### src/rtl/instr_fetch_queue.sv
// ----------------------------------------------------------------------------
// instr_fetch_queue
//   FIFO of fetched instructions (with their fetch PCs) sitting between
//   instruction memory and the control FSM. It replaces the single-entry
//   instruction register of the multicycle MIPS datapath. The head entry is
//   decoded into the standard MIPS instruction fields.
//
// Parameters
//   DEPTH : number of entries, power of two in 2..16
//   IW    : instruction width (field decode assumes 32)
//   PCW   : width of the PC stored with each instruction
//
// Ports
//   clk        in   system clock, rising-edge
//   reset      in   asynchronous active-high reset (clears pointers/count)
//   flush      in   synchronous discard of all entries (branch/jump redirect)
//   in_valid   in   memory presents an instruction
//   in_ready   out  queue can accept an instruction (count != DEPTH)
//   in_instr   in   fetched instruction word
//   in_pc      in   PC of in_instr
//   out_valid  out  head entry valid (count != 0)
//   out_pop    in   control consumes the head entry
//   out_instr  out  head instruction word (0 when empty)
//   out_pc     out  head PC (0 when empty)
//   op..jta    out  decoded fields of the head word (0 when empty)
//   count      out  current occupancy 0..DEPTH
// ----------------------------------------------------------------------------
module instr_fetch_queue #(
  parameter  int DEPTH = 4,
  parameter  int IW    = 32,
  parameter  int PCW   = 32,
  localparam int AW    = $clog2(DEPTH),
  localparam int CW    = $clog2(DEPTH) + 1
) (
  input  logic           clk,
  input  logic           reset,
  input  logic           flush,
  input  logic           in_valid,
  output logic           in_ready,
  input  logic [IW-1:0]  in_instr,
  input  logic [PCW-1:0] in_pc,
  output logic           out_valid,
  input  logic           out_pop,
  output logic [IW-1:0]  out_instr,
  output logic [PCW-1:0] out_pc,
  output logic [5:0]     op,
  output logic [4:0]     rs,
  output logic [4:0]     rt,
  output logic [4:0]     rd,
  output logic [4:0]     shamt,
  output logic [5:0]     funct,
  output logic [15:0]    imm,
  output logic [25:0]    jta,
  output logic [CW-1:0]  count
);

  // Storage is deliberately not reset; validity is tracked by count_q alone.
  logic [IW-1:0]  instr_mem_q [DEPTH];
  logic [PCW-1:0] pc_mem_q    [DEPTH];

  logic [AW-1:0] rd_ptr_q, rd_ptr_d;
  logic [AW-1:0] wr_ptr_q, wr_ptr_d;
  logic [CW-1:0] count_q,  count_d;

  logic push_s;
  logic pop_s;

  // Handshake flags depend only on registered count, never on in_valid/out_pop.
  assign in_ready  = (count_q != CW'(DEPTH));
  assign out_valid = (count_q != {CW{1'b0}});
  assign count     = count_q;

  assign push_s = in_valid && in_ready;
  assign pop_s  = out_pop && out_valid;

  // Next-state for pointers and occupancy; flush overrides any push/pop.
  always_comb begin
    rd_ptr_d = rd_ptr_q;
    wr_ptr_d = wr_ptr_q;
    count_d  = count_q;
    if (flush) begin
      rd_ptr_d = {AW{1'b0}};
      wr_ptr_d = {AW{1'b0}};
      count_d  = {CW{1'b0}};
    end else begin
      if (push_s) begin
        wr_ptr_d = wr_ptr_q + AW'(1);
      end else begin
        wr_ptr_d = wr_ptr_q;
      end
      if (pop_s) begin
        rd_ptr_d = rd_ptr_q + AW'(1);
      end else begin
        rd_ptr_d = rd_ptr_q;
      end
      case ({push_s, pop_s})
        2'b10:   count_d = count_q + CW'(1);
        2'b01:   count_d = count_q - CW'(1);
        default: count_d = count_q;
      endcase
    end
  end

  // Pointer and occupancy registers with asynchronous reset.
  always_ff @(posedge clk or posedge reset) begin
    if (reset) begin
      rd_ptr_q <= {AW{1'b0}};
      wr_ptr_q <= {AW{1'b0}};
      count_q  <= {CW{1'b0}};
    end else begin
      rd_ptr_q <= rd_ptr_d;
      wr_ptr_q <= wr_ptr_d;
      count_q  <= count_d;
    end
  end

  // Entry storage write; a push in a flush cycle is discarded.
  always_ff @(posedge clk) begin
    if (push_s && !flush) begin
      instr_mem_q[wr_ptr_q] <= in_instr;
      pc_mem_q[wr_ptr_q]    <= in_pc;
    end
  end

  // Head is presented with zero latency; an empty queue shows an all-zero NOP.
  assign out_instr = out_valid ? instr_mem_q[rd_ptr_q] : {IW{1'b0}};
  assign out_pc    = out_valid ? pc_mem_q[rd_ptr_q]    : {PCW{1'b0}};

  assign op    = out_instr[31:26];
  assign rs    = out_instr[25:21];
  assign rt    = out_instr[20:16];
  assign rd    = out_instr[15:11];
  assign shamt = out_instr[10:6];
  assign funct = out_instr[5:0];
  assign imm   = out_instr[15:0];
  assign jta   = out_instr[25:0];

endmodule

### config.mk
export PLATFORM = sky130hd
export DESIGN_NAME = instr_fetch_queue
export DESIGN_NICKNAME = d
export VERILOG_FILES = /design/src/rtl/instr_fetch_queue.sv
export SDC_FILE = /design/constraint.sdc
export NUM_CORES = 1
export LEC_CHECK = 0
export ABC_AREA = 1
export BUFFER_PORTS_ARGS = -buffer_cell sky130_fd_sc_hd__buf_2
export CELL_PAD_IN_SITES_DETAIL_PLACEMENT = 0
export CELL_PAD_IN_SITES_GLOBAL_PLACEMENT = 1
export CORE_ASPECT_RATIO = 0.5
export CORE_MARGIN = 5
export CORE_UTILIZATION = 47
export CTS_CLUSTER_SIZE = 30
export DETAILED_ROUTE_END_ITERATION = 10
export GPL_TIMING_DRIVEN = 0
export MAX_ROUTING_LAYER = met4
export PLACE_DENSITY = 0.85
export SYNTH_ARGS = -nofsm -noshare
export SYNTH_HDL_FRONTEND = slang
export SYNTH_SLANG_ARGS = --single-unit
### constraint.sdc
create_clock -name clk -period 9.2 [get_ports clk]
set_input_delay 1.38 -clock clk [delete_from_list [all_inputs] [get_ports clk]]
set_output_delay 1.38 -clock clk [all_outputs]
set_load 0.02 [all_outputs]
Yosys cells after proc, flatten, opt, wreduce, memory -nomap -nowiden
Memories as Yosys holds them, arrays and structs flattened. Cells that the tools add are included. W data, S select, Z words.

Add/sub/neg operators: 4. $mul: 0. Divide/modulo/power cells: 0. Order comparisons: 0. Eq/ne operators: 3. Shift-type cells: 0. Muxes and demuxes: 10. Bitwise logic cells: 0. Reductions and logical operators: 8.

Operators by type and width (number): $mux W32 (2); $mux W2 (4); $pmux W3 S2 (1); $reduce_bool A3 Y1 (2); $add A2 B1 Y2 const B (2); $reduce_bool A2 Y1 (2); $add A3 B1 Y3 const B (1); $logic_and A1 B1 Y1 (3); $mux W3 (1); $ne A3 B3 Y1 const B (1); $sub A3 B1 Y3 const B (1); $eq A2 B1 Y1 const B (1); $eq A2 B2 Y1 const B (1); $mux W1 (2); $logic_not A1 Y1 (1).

Register bits after elaboration: 7. Bits in latches: 0. Bits in writable memories: 256. Memory bits (read-only): 0. Input bits: 69. Memories kept: 2.

Memory list: instr_mem_q (words 4, width 32, read ports 1, clocked after memory_dff 0, write ports 1, line 58) `logic [IW-1:0] instr_mem_q [DEPTH];`; pc_mem_q (words 4, width 32, read ports 1, clocked after memory_dff 0, write ports 1, line 59) `logic [PCW-1:0] pc_mem_q [DEPTH];`.

Depth between registers and ports, before layout
Gate-level depths: netlist of run 1.

Word-level depth: 5. Mapped depth: 12. Depth with buffers taken out: 12.

Worst setup path before layout of run 1
OpenSTA, ideal clock, no wires.

Kind: in2reg. Start: input port in_valid. End: memory instr_mem_q[0][0], enable pin. Library setup time: 0.486 ns. Arrival time: 4.324 ns. Slack: 4.390 ns. Stages on the path: 4. Path buffers: 0. Path through: nand2_2 inv_1 nand2_1 nor2_1.

Cells in the longest elaborated chain, start to end: 4.

RTL lines: from (decl) (line 38) `input logic in_valid,`; $logic_and A1 B1 Y1 (line 73) `assign push_s = in_valid && in_ready;`; $logic_and A1 B1 Y1 (line 119) `if (push_s && !flush) begin`; $mux W1 (line 119); $mux W1 (implied by the code) (line 120) `instr_mem_q[wr_ptr_q] <= in_instr;`; to (decl) (line 58).

Every way passes these cells.

Final worst setup path of run 1
Start: register rd_ptr_q[0]. End: output port imm[0].

Cells in the longest elaborated chain, start to end: 2.

RTL lines: from (decl) (line 61) `logic [AW-1:0] rd_ptr_q, rd_ptr_d;`; from (signal assigned) (line 107) `rd_ptr_q <= {AW{1'b0}};`; from (signal assigned) (line 111) `rd_ptr_q <= rd_ptr_d;`; $mem_v2 Z4 W32; $mux W32 (line 126) `assign out_instr = out_valid ? instr_mem_q[rd_ptr_q] : {IW{1'b0}};`; to (decl) (line 52) `output logic [15:0] imm,`.

Every way passes these cells.

==> results of run 1 <==
per-layer routing:
layer  vias up  track usage [%]
met2       197             34.2
met4         0             4.61
li1       3537                -
met3        40             2.49
met5         -                -
met1      3574             25.7
final cells by class:
type                       count  area, µm²  area share (%)
inverter                      16       60.1           0.448
timing repair buffer         221       1290            9.59
clock buffer                  31        648            4.83
antenna                        1       2.50          0.0187
buffer                       122        821            6.12
clock inverter                15        146            1.09
multi-input combinational    491       2190            16.4
sequential                   263       7860            58.7
tap                          307        384            2.87
metrics by stage:
stage / area (µm²) / hold WS (ns) / power [µW]
floorplan: 10900 / 0.579 / 2820
global placement: 12300 / 0.557 / 3480
detailed placement: 12600 / 0.551 / 3510
CTS: 13400 / 0.570 / 4520
global route: 13400 / 0.619 / 4710
finish: 13400 / 0.575 / 4470
state kept, by name (all words and copies together), names as in the netlist:
| name | count |
|---|---|
| rd_ptr_q | 2 |
| pc_mem_q | 128 |
| wr_ptr_q | 2 |
| count | 3 |
| instr_mem_q | 128 |
power by group through the flow:
| stage | Sequential, µW | Combinational, µW | Clock (µW) |
|---|---|---|---|
| 2_1_floorplan | 1440 | 1380 | 0 |
| 4_1_cts | 1410 | 2090 | 1020 |
| 5_1_grt | 1410 | 2220 | 1080 |
| 6_report | 1410 | 2060 | 1000 |
| 3_5_place_dp | 1430 | 2080 | 0 |
| 3_3_place_gp | 1440 | 2040 | 0 |
cell usage after synthesis (all sizes together):
master  count  share of area (%)
xnor2       1              0.080
edfxtp    256                 70
ha          4               0.46
buf       110                7.1
inv        15               0.52
o21ai     131                6.0
clkinv      1              0.034
nand3       5               0.23
clkbuf     12               0.41
nor2      262                9.0
a21oi      67                3.1
dfrtp       7                1.6
nand3b      1              0.069
nand2      19               0.70
fa          1               0.18
kinds of logic after synthesis:
family          count (synthesis)  share of synthesized area [%]
compound gates                198                           9.08
fa+ha+maj                       5                          0.642
simple gates                  287                           10.0
buf+inv                       138                           8.08
xor+xnor                        1                         0.0803
flops                         263                           72.1
worst max-delay path by stage:
| stage | from | depth (start not counted) | to | slack [ns] |
|---|---|---|---|---|
| after CTS | rd_ptr_q[0] | 7 | jta[3] | 5.17 |
| after global placement | flush | 4 | pc_mem_q[3][13] | 1.99 |
| after detailed placement | rd_ptr_q[0] | 7 | jta[3] | 5.74 |
| final | rd_ptr_q[0] | 7 | imm[0] | 5.27 |
| after global routing | rd_ptr_q[0] | 7 | jta[6] | 5.01 |
| after floorplan | in_valid | 4 | instr_mem_q[0][0] | 4.39 |
worst min-delay path, delay by kind of cell (launching register included):
kind	cells	cell delay, ns
simple gates	2	0.12
flops	1	0.42
==> results_dict.tcl, run 1 <==
set metrics [dict create \
    outcome "finished, final reports clean" \
    dp_slack_ns 5.74 \
    syn_nets 966 \
    rows 39 \
    worst_pin_slew_ns 0.650 \
    nFillCells 1864 \
    hold_depth 2 \
    cp_slowest_stage_delay_ns 0.44 \
    rsz0062_at_grt "false" \
    hp-start "count[1]" \
    internal-power_uw 2700 \
    detail_route.wl_per_cell_um 17.9 \
    synth_cells 892 \
    wl_met1_mm 11.1 \
    port-buffer-count 211 \
    cts_root_buffer "clkbuf_16" \
    reg2regPathDepth 8 \
    layout.cells.non_filler 1467 \
    hold_class "reg -> reg" \
    seq_power_share_pct 31.5 \
    endpoint_kind "output port" \
    wl_met3_mm 1.15 \
    grt_first_pass_wirelength_mm 40.9 \
    final.setup.tns_ns 0 \
    clock.fmax_mhz 254 \
    postCtsSetupBuffers 0 \
    timing.final.ws_setup_ns 5.27 \
    cts_tree "done" \
    yosysUniqueCellTypes 22 \
    numClockSinks 263 \
    num_vias 7348 \
    synth_seq_cells 263 \
    relSlewSlack_pct 56.6 \
    setup_viol 0 \
    final_nets 1214 \
    cp-start-kind "flip-flop" \
    p_sw_share_pct 39.6 \
    r2r_slack_ns 6.70 \
    fin_crit_ns 3.93 \
    rr_startpoint "count[0]" \
    fin_worst_skew_ns 0.0122 \
    drt_iter0_drc 485 \
    start_util_pct 47.8 \
    pin_count 212 \
    post-place-cells 1420 \
    topRoutingLayerUsed "met4" \
    r2r-end "pc_mem_q[0][2]" \
    core_um2 22800 \
    clock_tree.buffer_depth 3 \
    cpMaxStageDelayCell "dfrtp_1" \
    dieArea_um2 26500 \
    switching_power_uw 1770 \
    syn_to_final_growth_pct 22.9 \
    gp_congestion 0.774 \
    combPwrFrac_pct 46.1 \
    avgViaCountPerCell 5.01 \
    layout_commonest_cell "nor2_1" \
    cts_made_buffers 25 \
    grt-ovfl-total 0 \
    cp_common_cell "buf_4" \
    detail-route-antenna-nets 0 \
    required_ns 7.82 \
    cts_resized 0 \
    cp_cell_sequence "inv_2 -> buf_4 -> clkbuf_1 -> o21ai_0 -> a21oi_1 -> buf_4 -> buf_2" \
    yosysWarnings 0 \
    antenna_found_initial 1 \
    layout_common_cells "257 x nor2_1, 256 x edfxtp_1, 225 x buf_2" \
    leakagePower_uw 0.00535 \
    avgSynthCellArea_um2 12.2 \
    clk_latency_ns 0.52 \
    dp_hpwl_mm 17.3 \
    wl_met2_mm 13.5 \
    gr-usage-all-layers_pct 20.0 \
    final_max_slew_viol_count 0 \
    critical_path_class "reg -> out" \
    ir_drop_v 0.000315 \
    die-width_um 225 \
    cp.arrival_ns 2.55 \
    syn-cell-area_um2 10900 \
    yosysSeqAreaShare_pct 72.1 \
    dr.pass1.iters 4 \
    critical_path_buf_inv_count 5 \
    critical_path.max_fanout 10 \
    pwr_density_cell_nw_per_um2 334 \
    drv_cap 0 \
    hold_viol_final 0 \
    finalWirelength_mm 26.3 \
    clkPwrFrac_pct 22.4 \
    drc 0 \
    grt_max_degree 29 \
    clk_pin_slew_worst_paths_ns 0.06 \
    htreeDepth 1 \
    period_share_pct 42.7 \
    post-route-util_pct 58.7 \
    cts_hold_repair.buffers 0 \
    drive_gt1_share_pct 31.6 \
    min_to "count[1]" \
    grt_pass1_vias 7431 \
    path_delay_family "buffers and inverters" \
    die_h_um 118 \
]
No activity file was read; power rests on OpenSTA's default activity.
==> run 2: changes to the inputs <==
CORE_UTILIZATION = 40   (was 47)
PLACE_DENSITY = 0.77   (was 0.85)
clock period = 3.31 ns   (was 9.2 ns; I/O delays follow)
==> results_dict.tcl, run 2 (synthesized netlist as in run 1, its figures left out) <==
set metrics [dict create \
    hp-start "in_instr[0]" \
    detail-route-antenna-nets 0 \
    crit_end "out_instr[2]" \
    num_vias 7272 \
    post-route-util_pct 50.2 \
    port-buffer-count 211 \
    cts_made_buffers 24 \
    gp_congestion 0.774 \
    cp_common_cell "buf_4" \
    rr_startpoint "count[1]" \
    period_share_pct 92.6 \
    drc 0 \
    clk_pin_slew_worst_paths_ns 0.06 \
    antenna_found_initial 4 \
    grt_max_degree 29 \
    cp_cell_sequence "inv_2 -> buf_4 -> clkbuf_1 -> o21ai_0 -> a21oi_1 -> buf_4 -> buf_2" \
    endpoint_kind "output port" \
    final.setup.tns_ns 0 \
    clk_latency_ns 0.51 \
    hold_class "in -> reg" \
    pwr_density_cell_nw_per_um2 917 \
    grt_pass1_vias 7205 \
    grt-ovfl-total 0 \
    rows 42 \
    clock.fmax_mhz 326 \
    pin_count 212 \
    numClockSinks 263 \
    dieArea_um2 30900 \
    layout_common_cells "257 x nor2_1, 256 x edfxtp_1, 225 x buf_2" \
    fin_worst_skew_ns 0.00564 \
    avgViaCountPerCell 4.81 \
    required_ns 2.81 \
    rsz0062_at_grt "false" \
    final_max_slew_viol_count 0 \
    cp-start-kind "flip-flop" \
    drive_gt1_share_pct 31.4 \
    grt_first_pass_wirelength_mm 40.9 \
    setup_viol 0 \
    relSlewSlack_pct 49.6 \
    syn_to_final_growth_pct 22.5 \
    timing.critical_path.from "rd_ptr_q[0]" \
    start_util_pct 40.9 \
    layout_commonest_cell "nor2_1" \
    drv_cap 0 \
    drt_iter0_drc 480 \
    gr-usage-all-layers_pct 17.2 \
    leakagePower_uw 0.00531 \
    outcome "finished, final reports clean" \
    clock_tree.buffer_depth 3 \
    die-width_um 244 \
    die_h_um 127 \
    reg2regPathDepth 8 \
    dp_hpwl_mm 17.7 \
    finalWirelength_mm 26.8 \
    r2r_slack_ns 0.77 \
    final_nets 1212 \
    ir_drop_v 0.000504 \
    r2r-end "pc_mem_q[2][6]" \
    htreeDepth 1 \
    cts_tree "done" \
    worst_pin_slew_ns 0.755 \
    core_um2 26600 \
    fin_crit_ns 3.07 \
    critical_path.max_fanout 10 \
    cpMaxStageDelayCell "dfrtp_1" \
    whs_ns 0.194 \
    cp.arrival_ns 2.57 \
    hold_viol_final 0 \
    cts_root_buffer "clkbuf_16" \
    dr.pass1.iters 5 \
    critical_path_class "reg -> out" \
    cp_slowest_stage_delay_ns 0.44 \
    detail_route.wl_per_cell_um 17.7 \
]
==> run 2: cell types whose count changed in the layout (fill, tap and decap cells not counted), sizes merged <==
cell / before / now
clkbuf: 43 / 42
inv: 16 / 15
clkinv: 11 / 13
bufinv: 3 / 1
diode: 1 / 5
buf: 331 / 329
dlygate4sd3: 0 / 1
==> run 2: power by group <==
group | internal (µW) | switching [µW] | leakage [µW]
logic | 2040 | 3710 | 0.00253
clock network | 1450 | 1150 | 0.000354
registers | 3850 | 63.1 | 0.00242
total | 7340 | 4920 | 0.00531
==> run 2: layer usage <==
metal	up-vias	track usage, %	wire, µm
met2	160	30.2	13700
li1	3531	-	-
met3	33	2.77	1230
met4	0	3.65	473
met5	-	-	0
met1	3548	21.3	11400
==> run 2: how the worst min path moves through the flow <==
stage	endpoint	slack, ns	cells after the start
6_report	instr_mem_q[2][0]	0.19	1
5_1_grt	instr_mem_q[2][0]	0.18	1
4_1_cts	instr_mem_q[2][0]	0.18	1
3_5_place_dp	wr_ptr_q[0]	0.45	2
3_3_place_gp	wr_ptr_q[1]	0.44	2
2_1_floorplan	count[0]	0.30	1
==> run 2: worst max-delay path: cells and delay by family, from the launching register on <==
kind	cells	cell delay [ns]
DFF	1	0.44
buffers and inverters	5	1.03
AOI/OAI and AO/OA	2	0.56
==> run 2: metrics by stage <==
stage	instances	setup slack, ns	total power, µW	instance area [µm²]
global placement	1455	-2.97	9730	12400
CTS	1508	0.123	12400	13400
detailed placement	1463	0.681	9800	12600
floorplan	892	-0.968	7830	10900
global route	1512	0.0368	12900	13400
finish	1513	0.244	12300	13400
==> run 2: what timing repair did <==
action,in CTS,in global routing
hold buffers,1,0
endpoints found under the hold margin,7,0
buffers inserted,0,0
setup endpoints to repair,0,3
resized for setup,0,1
==> run 2: cell type report <==
cell class                      count  area, µm²
Antenna cell                        5       12.5
Buffer                            122        821
Inverter                           16       60.1
Timing Repair Buffer              220       1240
Fill cell                        2272      13300
Tap cell                          352        440
Sequential cell                   263       7860
Clock buffer                       30        644
Multi-Input combinational cell    491       2200
Clock inverter                     14       86.3
